[src/rtl/uart_baud_gen_prog.sv]
// uart_baud_gen_prog
// Programmable UART baud-tick generator. A period counter runs against a
// run-time divisor and emits an oversampling tick (o_tick). Every
// OVERSAMPLE-th tick is also flagged as a bit tick (o_bit_tick).
// A newly written divisor is only held as pending while a period is running.
// It is applied at the end of that period, so the current period always
// finishes at the old rate. While the generator is idle or resyncing, the
// pending divisor is applied at once.
//
// Optional feature macro: BAUD_FRAC_EN
//   When defined, an NB_FRAC-bit fractional accumulator stretches selected
//   periods by one cycle. The average period is then
//   div_active + frac_active/2^NB_FRAC cycles.
//
// Ports:
//   i_clk, i_reset     clock; synchronous active-high reset
//   i_enable           count enable (low freezes counters, no ticks)
//   i_div_wr           strobe that captures i_div_value / i_frac_value as pending
//   i_div_value        integer divisor (cycles per o_tick); 0 and 1 act as 1
//   i_frac_value       fractional part (used only with BAUD_FRAC_EN)
//   i_resync           restart period and bit phase from zero
//   o_tick             one-cycle oversampling tick
//   o_bit_tick         one-cycle bit tick (the last tick of each OVERSAMPLE group)
//   o_div_active       divisor currently in use
module uart_baud_gen_prog #(
  parameter int NB_DIV     = 16,
  parameter int DIV_RESET  = 326,
  parameter int OVERSAMPLE = 16,
  parameter int NB_FRAC    = 4
) (
  input  logic               i_clk,
  input  logic               i_reset,
  input  logic               i_enable,
  input  logic               i_div_wr,
  input  logic [NB_DIV-1:0]  i_div_value,
  input  logic [NB_FRAC-1:0] i_frac_value,
  input  logic               i_resync,
  output logic               o_tick,
  output logic               o_bit_tick,
  output logic [NB_DIV-1:0]  o_div_active
);

  localparam int NB_PH = $clog2(OVERSAMPLE);
  localparam logic [NB_PH-1:0] PH_LAST = NB_PH'(OVERSAMPLE - 1);

  logic [NB_DIV-1:0] counter_q, counter_d;
  logic [NB_PH-1:0]  phase_q, phase_d;
  logic [NB_DIV-1:0] div_active_q, div_active_d;
  logic [NB_DIV-1:0] div_pending_q, div_pending_d;
  logic              pend_valid_q, pend_valid_d;

  logic              extra;
  logic [NB_DIV-1:0] tc;
  logic              tick;
  logic              apply_evt;
  logic              do_apply;

`ifdef BAUD_FRAC_EN
  logic [NB_FRAC-1:0] frac_active_q, frac_active_d;
  logic [NB_FRAC-1:0] frac_pending_q, frac_pending_d;
  logic [NB_FRAC-1:0] frac_acc_q, frac_acc_d;
  logic               carry_q, carry_d;   // stretches the current period by one cycle

  assign extra = carry_q;
`else
  logic unused_frac;

  assign extra       = 1'b0;
  assign unused_frac = ^i_frac_value;
`endif

  assign tc = div_active_q - NB_DIV'(1) + NB_DIV'(extra);

  always_comb begin
    // Reset also masks the tick, so a period cut short by reset never emits one.
    tick      = i_enable & ~i_resync & ~i_reset & (counter_q == tc);
    apply_evt = tick | ~i_enable | i_resync;

    // A write arriving in the same cycle as the apply event wins directly.
    div_pending_d = i_div_wr ? i_div_value : div_pending_q;
    do_apply      = apply_evt & (i_div_wr | pend_valid_q);
    pend_valid_d  = (i_div_wr | pend_valid_q) & ~apply_evt;

    div_active_d = div_active_q;
    if (do_apply)
      div_active_d = (div_pending_d < NB_DIV'(2)) ? NB_DIV'(1) : div_pending_d;

    counter_d = counter_q;
    phase_d   = phase_q;
    if (i_resync) begin
      counter_d = '0;
      phase_d   = '0;
    end else if (i_enable) begin
      counter_d = tick ? '0 : counter_q + NB_DIV'(1);
      if (tick)
        phase_d = (phase_q == PH_LAST) ? '0 : phase_q + NB_PH'(1);
    end
  end

`ifdef BAUD_FRAC_EN
  always_comb begin
    frac_pending_d = i_div_wr ? i_frac_value : frac_pending_q;
    frac_active_d  = do_apply ? frac_pending_d : frac_active_q;
    frac_acc_d     = frac_acc_q;
    carry_d        = carry_q;
    if (i_resync) begin
      frac_acc_d = '0;
      carry_d    = 1'b0;
    end else if (tick) begin
      // The carry out of this period's accumulation lengthens the next period.
      {carry_d, frac_acc_d} = {1'b0, frac_acc_q} + {1'b0, frac_active_q};
    end
  end

  always_ff @(posedge i_clk) begin
    if (i_reset) begin
      frac_active_q  <= '0;
      frac_pending_q <= '0;
      frac_acc_q     <= '0;
      carry_q        <= 1'b0;
    end else begin
      frac_active_q  <= frac_active_d;
      frac_pending_q <= frac_pending_d;
      frac_acc_q     <= frac_acc_d;
      carry_q        <= carry_d;
    end
  end
`endif

  always_ff @(posedge i_clk) begin
    if (i_reset) begin
      counter_q     <= '0;
      phase_q       <= '0;
      div_active_q  <= NB_DIV'(DIV_RESET);
      div_pending_q <= NB_DIV'(DIV_RESET);
      pend_valid_q  <= 1'b0;
    end else begin
      counter_q     <= counter_d;
      phase_q       <= phase_d;
      div_active_q  <= div_active_d;
      div_pending_q <= div_pending_d;
      pend_valid_q  <= pend_valid_d;
    end
  end

  assign o_tick       = tick;
  assign o_bit_tick   = tick & (phase_q == PH_LAST);
  assign o_div_active = div_active_q;

endmodule

[config.mk]
export PLATFORM = sky130hd
export DESIGN_NAME = uart_baud_gen_prog
export DESIGN_NICKNAME = d
export VERILOG_FILES = /design/src/rtl/uart_baud_gen_prog.sv
export SDC_FILE = /design/constraint.sdc
export NUM_CORES = 1
export LEC_CHECK = 0
export BUFFER_PORTS_ARGS = -buffer_cell sky130_fd_sc_hd__buf_2
export CAP_MARGIN = 10
export CORE_MARGIN = 8
export CORE_UTILIZATION = 46
export DETAILED_ROUTE_END_ITERATION = 10
export HOLD_SLACK_MARGIN = 0.1
export PLACE_DENSITY = 0.76
export SYNTH_ARGS = -nofsm -noshare
export SYNTH_HDL_FRONTEND = slang
export SYNTH_SLANG_ARGS = --single-unit
[constraint.sdc]
create_clock -name i_clk -period 4.2 [get_ports i_clk]
set_clock_uncertainty 0.2 [all_clocks]
set_input_delay 0.84 -clock i_clk [delete_from_list [all_inputs] [get_ports i_clk]]
set_output_delay 0.84 -clock i_clk [all_outputs]
set_load 0.01 [all_outputs]
==> metrics.md, run 1 <==
| Metric | Value |
|---|---|
| Fillers | `597` |
| Post-Place Cell Area | `0.00327 mm2` |
| H-tree depth | `2` |
| Synth Area per Inst | `8.71 um2` |
| Post-route design area | `0.00337 mm2` |
| Mapped cell area | `0.00307 mm2` |
| Final Cycle Share | `0.967` |
| Post-synthesis sequential area ratio | `0.345` |
| Clock slew at reported path FFs | `0.10 ns` |
| Detail Route Antenna Nets | `0` |
| Final min period | `4.06 ns` |
| DR vias/cell | `5.87` |
| Post-synth EDFFs | `0` |
| Hold Path Class | `flop to flop` |
| Slew @ Worst Pin | `0.741 ns` |
| Starting Density | `0.478` |
| Async set-reset flop share out of synthesis | `0` |
| Length of the first detailed-routing pass in iterations | `4` |
| Via count | `2702` |
| CP Class | `flop to output port` |
| Die W | `97.7 um` |
| Max clock buf depth | `2` |
| Worst skew pair latency | `0.31 ns` |
| Area leader, netlist | `dfxtp_1` |
| Pwr dens | `306 mW/mm2` |
| Initial antenna violation count | `0` |
| Final nets | `410` |
| Critical Path AT | `3.02 ns` |
| Row count | `29` |
| Hpwl dp | `5510 um` |
| Relative slew slack | `0.494` |
| Most common cell after layout, fill and taps aside | `dfxtp_1` |
| Yosys Warn Count | `0` |
| Fin Setup TNS | `0 ns` |
| Routed wire length | `7300 um` |
| Synth top area cells | `dfxtp_1 (35%), nor2_1 (6.4%), xnor2_1 (4.8%)` |
| IO Port Bufs | `38` |
| # diodes | `0` |
| Worst VDD drop | `239 uV` |
| Yosys reg bits | `53` |
| CP Capture Type | `output port` |
| Max-slew violations | `0` |
| Crit-path cells | `inv_1, ha_1, nor4b_4, and4_2, or4b_4, and2_2, nor3_1, and4_1, buf_2` |
| Lkg Pwr | `1.26 nW` |
| Critical path's largest stage delay | `0.51 ns` |
| Syn Inst Count | `353` |
| Placer Congestion | `0.910` |
| Ys flop type | `dfxtp_1` |
| Final Hold Viols | `0` |
| Post-CTS setup buffer count | `0` |
| Max Fclk | `246 MHz` |
| Hold Buf Count CTS | `0` |
| TritonCTS clock tree | `built` |
| I/O pin count | `43` |
| Required time worst endpoint | `3.16 ns` |
| DRC | `0` |
| Vias in the first global route | `2568` |
| Die ar. | `0.00955 mm2` |
| Resize count post-CTS | `0` |
| Top cell type's share of synthesized area | `0.345` |
| Startpoint types | `flop` |
| Total GRT Usage | `0.154` |
| First-pass GRT wire length | `12200 um` |
| CP max-delay cell | `or4b_4` |
| Clock Sinks | `53` |
| Cell variety after synth | `61` |
| Delay-heaviest family, CP | `simple AND/OR/NAND/NOR gates` |
| Height of the die | `97.7 um` |
| Core box area | `0.00642 mm2` |
| Final Util | `0.525` |
| TritonCTS Buffers | `5` |
| Setup violations, final | `0` |
| Status | `finished clean` |
| Worst-path maximum fanout | `10` |
| RSZ-0062 raised after global routing | `false` |
| Drt first-iter violations | `229` |
| Buffers & Inverters on Critical Path | `2` |
| Syn Nets | `381` |
| Largest net degree at the start of global routing | `38` |
| Clock root cell | `clkbuf_8` |
| Most frequent cells in the layout | `dfxtp_1 (53), nor2_1 (52), buf_2 (38)` |
| Area growth syn-to-layout | `9.69%` |
| Max Cap Violations | `0` |
| Gr ovfl total | `0` |
| Avg WL per Cell | `15.9 um` |
| Share of layout cells above drive strength 1 | `0.209` |
## flip-flops by register name, summed over array words and instances, names as in the netlist
signal and count:
counter_q 16, div_pending_q 16, o_div_active 16, pend_valid_q 1
phase_q 4
## per-stage QoR
step / hold slack (ns) / setup slack, ns / total power [mW] / std cells
final: 0.304 / 0.139 / 1.03 / 460
after global routing: 0.350 / 0.0426 / 1.08 / 460
after CTS: 0.309 / 0.130 / 1.04 / 460
after detailed placement: 0.284 / 0.461 / 0.729 / 452
after global placement: 0.281 / 0.479 / 0.725 / 452
after floorplan: 0.256 / 0.544 / 0.679 / 353
## area by class of cell
cell class	count	area (um2)	share of cell area
clock buffer	6	82.6	0.0245
clock inverter	2	17.5	0.00520
inverter	8	30.0	0.00891
multi-input combinational	272	1860	0.553
sequential	53	1060	0.315
tap	77	96.3	0.0286
timing repair buffer	42	220	0.0653
## kinds of logic (layout without fill, tap and decap cells)
| family | count (synthesis) | after routing | share of synthesized area |
|---|---|---|---|
| flip-flops | 53 | 53 | 0.345 |
| adder cells (fa/ha/maj) | 3 | 3 | 0.0122 |
| AO/OA/AOI/OAI | 62 | 62 | 0.159 |
| buffers and inverters | 28 | 58 | 0.0484 |
| XOR/XNOR | 31 | 31 | 0.0884 |
| AND/OR/NAND/NOR | 156 | 156 | 0.279 |
| multiplexers | 20 | 20 | 0.0676 |
## worst paths after layout
path                                         from                end  slack (ns)  depth (start not counted)
worst max register to register    o_div_active[0]       counter_q[6]        0.59                         10
worst min-delay path            div_pending_q[11]  div_pending_q[11]        0.30                          2
worst max-delay path              o_div_active[0]         o_bit_tick        0.14                          9
worst min register to register  div_pending_q[11]  div_pending_q[11]        0.30                          2
## report_power, final
part | total [mW] | switching, mW | internal (mW)
combinational | 0.158 | 0.0868 | 0.0714
clock | 0.313 | 0.176 | 0.137
sequential | 0.560 | 0.0355 | 0.524
total | 1.03 | 0.298 | 0.733
## metal layers
layer | routed length [um] | share of wire | up-vias | global-route usage
met5 | 0 | 0 | - | 0
met2 | 3450 | 0.47 | 66 | 0.254
li1 | - | - | 1347 | -
met1 | 3380 | 0.46 | 1281 | 0.194
met4 | 75 | 0.010 | 0 | 0.0516
met3 | 397 | 0.054 | 8 | 0.0326
## worst register-to-register path, stage by stage (launching register included)
cell	delay, ns
dfxtp_1	0.54
inv_1	0.11
ha_1	0.24
buf_4	0.16
xnor2_1	0.13
o2bb2ai_2	0.15
a2111oi_4	0.35
or4b_4	0.53
a2111o_1	0.50
nand2_1	0.47
nor2_1	0.11
## synthesized netlist by cell type, drive strengths merged, types with 10 or more instances
cell    count
mux2i      14
xnor2      17
o21ai      13
nor2       54
a211oi     10
nand2      16
xor2       14
dfxtp      53
buf        12
nand3      12
nor3       18
(Power assumes the default switching activity.)
==> run 2: changes to the inputs <==
- ABC_AREA: unset -> 1
- CAP_MARGIN: 10 -> 5
- CORE_UTILIZATION: 46 -> 34
- PLACE_DENSITY: 0.76 -> 0.62
==> run 2 against run 1 <==
Net effect:
- worst hold slack better by 0.0039 ns
- clock power up 19%
- utilization down 13 points
- critical endpoint unchanged
- final cell count up 30%
==> metrics.md, run 2 <==
| Metric | Value |
|---|---|
| Fin Setup TNS | `0 ns (unchanged)` |
| Routed wire length | `6950 um (was 7300 um)` |
| Via count | `2779 (was 2702)` |
| Worst-path maximum fanout | `23 (was 10)` |
| Pwr dens | `328 mW/mm2 (was 306 mW/mm2)` |
| Crit-path cells | `buf_2, inv_1, nand2_1, nor2_1, nand3_1, nor2_1, nand2_1, nor2_1, nand2_1, nor2_2, nand2_4, inv_1, nand4_1, inv_1, buf_2 (was inv_1, ha_1, nor4b_4, and4_2, or4b_4, and2_2, nor3_1, and4_1, buf_2)` |
| Critical path's largest stage delay | `0.24 ns (was 0.51 ns)` |
| Post-CTS setup buffer count | `0 (unchanged)` |
| Slew @ Worst Pin | `0.563 ns (was 0.741 ns)` |
| Clock slew at reported path FFs | `0.10 ns (about the same)` |
| Starting Density | `0.344 (was 0.478)` |
| Worst skew pair latency | `0.32 ns (was 0.31 ns)` |
| Die W | `109 um (was 97.7 um)` |
| Share of layout cells above drive strength 1 | `0.132 (was 0.209)` |
| Top cell type's share of synthesized area | `0.361 (was 0.345)` |
| Worst hold slack | `0.307 ns (was 0.304 ns)` |
| Max clock buf depth | `2 (unchanged)` |
| Synth Area in Simple Gates | `0.399 (was 0.279)` |
| Gr ovfl total | `0 (unchanged)` |
| Worst Setup SP | `i_reset (was o_div_active[0])` |
| Relative slew slack | `0.622 (was 0.494)` |
| Status | `finished clean (unchanged)` |
| Hold Path Class | `flop to flop (unchanged)` |
| Hold Buf Count CTS | `0 (unchanged)` |
| Final Hold Viols | `0 (unchanged)` |
| DR vias/cell | `4.64 (was 5.87)` |
| Synth Area in Compound Gates | `0.0579 (was 0.159)` |
| Sw Pwr | `0.321 mW (was 0.298 mW)` |
| Fin worst setup slack | `0.649 ns (was 0.139 ns)` |
| Avg WL per Cell | `11.6 um (was 15.9 um)` |
| I/O pin count | `43 (unchanged)` |
| H-tree depth | `2 (unchanged)` |
| Setup violations, final | `0 (unchanged)` |
| Delay-heaviest family, CP | `simple AND/OR/NAND/NOR gates (unchanged)` |
| Area growth syn-to-layout | `13.5% (was 9.69%)` |
| Final nets | `518 (was 410)` |
| Layout Cells excl Fill | `599 (was 460)` |
| Met1 WL | `3300 um (was 3380 um)` |
| R2R depth | `13 (was 10)` |
| Startpoint types | `primary input (was flop)` |
| Max Fclk | `282 MHz (was 246 MHz)` |
| RSZ-0062 raised after global routing | `false (unchanged)` |
| Yosys reg bits | `53 (unchanged)` |
| Most frequent cells in the layout | `nand2_1 (109), nor2_1 (75), inv_1 (69) (was dfxtp_1 (53), nor2_1 (52), buf_2 (38))` |
| CP Class | `primary input to output port (was flop to output port)` |
| Max Used Layer | `met4 (unchanged)` |
| Cell variety after synth | `32 (was 61)` |
| Vias in the first global route | `2634 (was 2568)` |
| Required time worst endpoint | `3.16 ns (about the same)` |
| Post-synth EDFFs | `0 (unchanged)` |
| Post-Place Cell Area | `0.00322 mm2 (was 0.00327 mm2)` |
| TritonCTS clock tree | `built (unchanged)` |
| # diodes | `0 (unchanged)` |
| Area leader, netlist | `dfxtp_1 (unchanged)` |
| Largest net degree at the start of global routing | `31 (was 38)` |
| Die ar. | `0.0119 mm2 (was 0.00955 mm2)` |
| Resize count post-CTS | `0 (unchanged)` |
| Mapped cell area | `0.00294 mm2 (was 0.00307 mm2)` |
| Critical Path AT | `2.51 ns (was 3.02 ns)` |
| CP max-delay cell | `buf_2 (was or4b_4)` |
| Final min period | `3.55 ns (was 4.06 ns)` |
| Length of the first detailed-routing pass in iterations | `4 (unchanged)` |
| TritonCTS Buffers | `5 (unchanged)` |
| Setup WS pre-CTS | `0.633 ns (was 0.461 ns)` |
| Post-route design area | `0.00334 mm2 (was 0.00337 mm2)` |
| Height of the die | `109 um (was 97.7 um)` |
| Placed Instances | `591 (was 452)` |
| Fraction of synthesized area in multiplexers | `0.0102 (was 0.0676)` |
| Async set-reset flop share out of synthesis | `0 (unchanged)` |
| Final Cycle Share | `0.846 (was 0.967)` |
| Syn Inst Count | `455 (was 353)` |
| P_int | `0.773 mW (was 0.733 mW)` |
| Lkg Pwr | `1.65 nW (was 1.26 nW)` |
| Max Cap Violations | `0 (unchanged)` |
| Yosys Warn Count | `0 (unchanged)` |
| Clock Power Share | `0.340 (was 0.303)` |
| Switch share | `0.294 (was 0.289)` |
| First-pass GRT wire length | `12000 um (was 12200 um)` |
| Worst reg2reg setup slack | `1.66 ns (was 0.59 ns)` |
| Initial antenna violation count | `0 (unchanged)` |
| Top-count cell post-synth | `nand2_1 (was dfxtp_1)` |
| Drt first-iter violations | `175 (was 229)` |
| Largest family of logic cells by synthesized area | `simple AND/OR/NAND/NOR gates (unchanged)` |
| Routed wl met3 | `266 um (was 397 um)` |
| Synth Area per Inst | `6.46 um2 (was 8.71 um2)` |
| Worst VDD drop | `193 uV (was 239 uV)` |
| CP Capture Type | `output port (unchanged)` |
| Placer Congestion | `0.864 (was 0.910)` |
| Syn Nets | `483 (was 381)` |
| Max-slew violations | `0 (unchanged)` |
| Post-synth top cells | `nand2_1 (109), nor2_1 (75), inv_1 (69) (was dfxtp_1 (53), nor2_1 (52), nor3_1 (17), xnor2_1 (17), nand2_1 (16))` |
| XOR/XNOR Fraction of Synth Area | `0.0507 (was 0.0884)` |
| Buffers & Inverters on Critical Path | `5 (was 2)` |
| Adder-cell share of the synthesized area | `0.0128 (was 0.0122)` |
| Ys flop type | `dfxtp_1 (unchanged)` |
| R2R Path Start | `o_div_active[0] (unchanged)` |
| Detail Route Antenna Nets | `0 (unchanged)` |
| Clock Sinks | `53 (unchanged)` |
| Combinational share of power | `0.160 (was 0.153)` |
| Reg power frac | `0.500 (was 0.543)` |
| Reg-to-Reg End | `o_div_active[0] (was counter_q[6])` |
| DRC | `0 (unchanged)` |
| IO Port Bufs | `38 (unchanged)` |
| Row count | `34 (was 29)` |
| Synth top area cells | `dfxtp_1 (36%), nand2_1 (14%), nor2_1 (9.6%) (was dfxtp_1 (35%), nor2_1 (6.4%), xnor2_1 (4.8%))` |
| Met2 wire len | `3270 um (was 3450 um)` |
| Core box area | `0.00855 mm2 (was 0.00642 mm2)` |
| Total GRT Usage | `0.123 (was 0.154)` |
| CP endpoint | `o_bit_tick (unchanged)` |
| Critical Path Stages | `15 (was 9)` |
| Hpwl dp | `5410 um (was 5510 um)` |
| Most common cell after layout, fill and taps aside | `nand2_1 (was dfxtp_1)` |
| Post-synthesis sequential area ratio | `0.361 (was 0.345)` |
| Clock root cell | `clkbuf_8 (unchanged)` |
==> run 2: cell count changes after synthesis, moves of 7 or more <==
cell	before	now
mux2i_1	14	3
a211oi_1	10	1
nor4_1	7	0
xnor2_1	17	5
nand3_1	12	40
o21ai_0	13	20
inv_1	8	69
nand2_1	16	109
nor2_1	52	75
==> run 2: worst min-delay path: stages (launching register included) <==
cell	delay, ns
dfxtp_1	0.32
mux2i_1	0.08
nor2_1	0.08
==> run 2: routing by layer <==
layer	vias up	track usage
met4	0	0.0459
met2	43	0.211
li1	1482	-
met1	1245	0.146
met5	-	0
met3	9	0.0290
==> run 2: final cells by class <==
class | instances | area, um2
Clock inverter | 3 | 50.0
Tap cell | 108 | 135
Sequential cell | 53 | 1060
Multi-Input combinational cell | 321 | 1560
Clock buffer | 5 | 68.8
Timing Repair Buffer | 39 | 198
Fill cell | 931 | 5220
Inverter | 70 | 263
==> run 2: stage by stage <==
| step | utilization | total power [mW] |
|---|---|---|
| after global routing | 0.390 | 1.16 |
| after floorplan | - | 0.682 |
| after global placement | 0.376 | 0.733 |
| after detailed placement | 0.376 | 0.736 |
| final | 0.390 | 1.09 |
| after CTS | 0.390 | 1.10 |
==> run 2: power groups by stage <==
| stage | Sequential, mW | Clock [mW] | Combinational (mW) |
|---|---|---|---|
| after global routing | 0.551 | 0.402 | 0.203 |
| final | 0.547 | 0.372 | 0.176 |
| after detailed placement | 0.559 | 0 | 0.177 |
| after global placement | 0.559 | 0 | 0.174 |
| after floorplan | 0.560 | 0 | 0.122 |
| after CTS | 0.548 | 0.378 | 0.178 |
==> run 2: worst min path at each step <==
stage / cells after the start / slack, ns / startpoint / to
6_report: 2 / 0.31 / div_pending_q[0] / div_pending_q[0]
5_1_grt: 2 / 0.34 / div_pending_q[0] / div_pending_q[0]
4_1_cts: 2 / 0.32 / o_div_active[1] / o_div_active[1]
3_5_place_dp: 2 / 0.29 / div_pending_q[0] / div_pending_q[0]
3_3_place_gp: 2 / 0.29 / div_pending_q[0] / div_pending_q[0]
2_1_floorplan: 2 / 0.26 / div_pending_q[0] / div_pending_q[0]
==> run 2: cell families (layout without fill, tap and decap cells) <==
| kind of cell | after synthesis | in the layout |
|---|---|---|
| XOR/XNOR | 17 | 17 |
| buffers and inverters | 81 | 117 |
| AO/OA/AOI/OAI | 32 | 32 |
| adder cells (fa/ha/maj) | 3 | 3 |
| multiplexers | 3 | 3 |
| AND/OR/NAND/NOR | 266 | 266 |
| flip-flops | 53 | 53 |
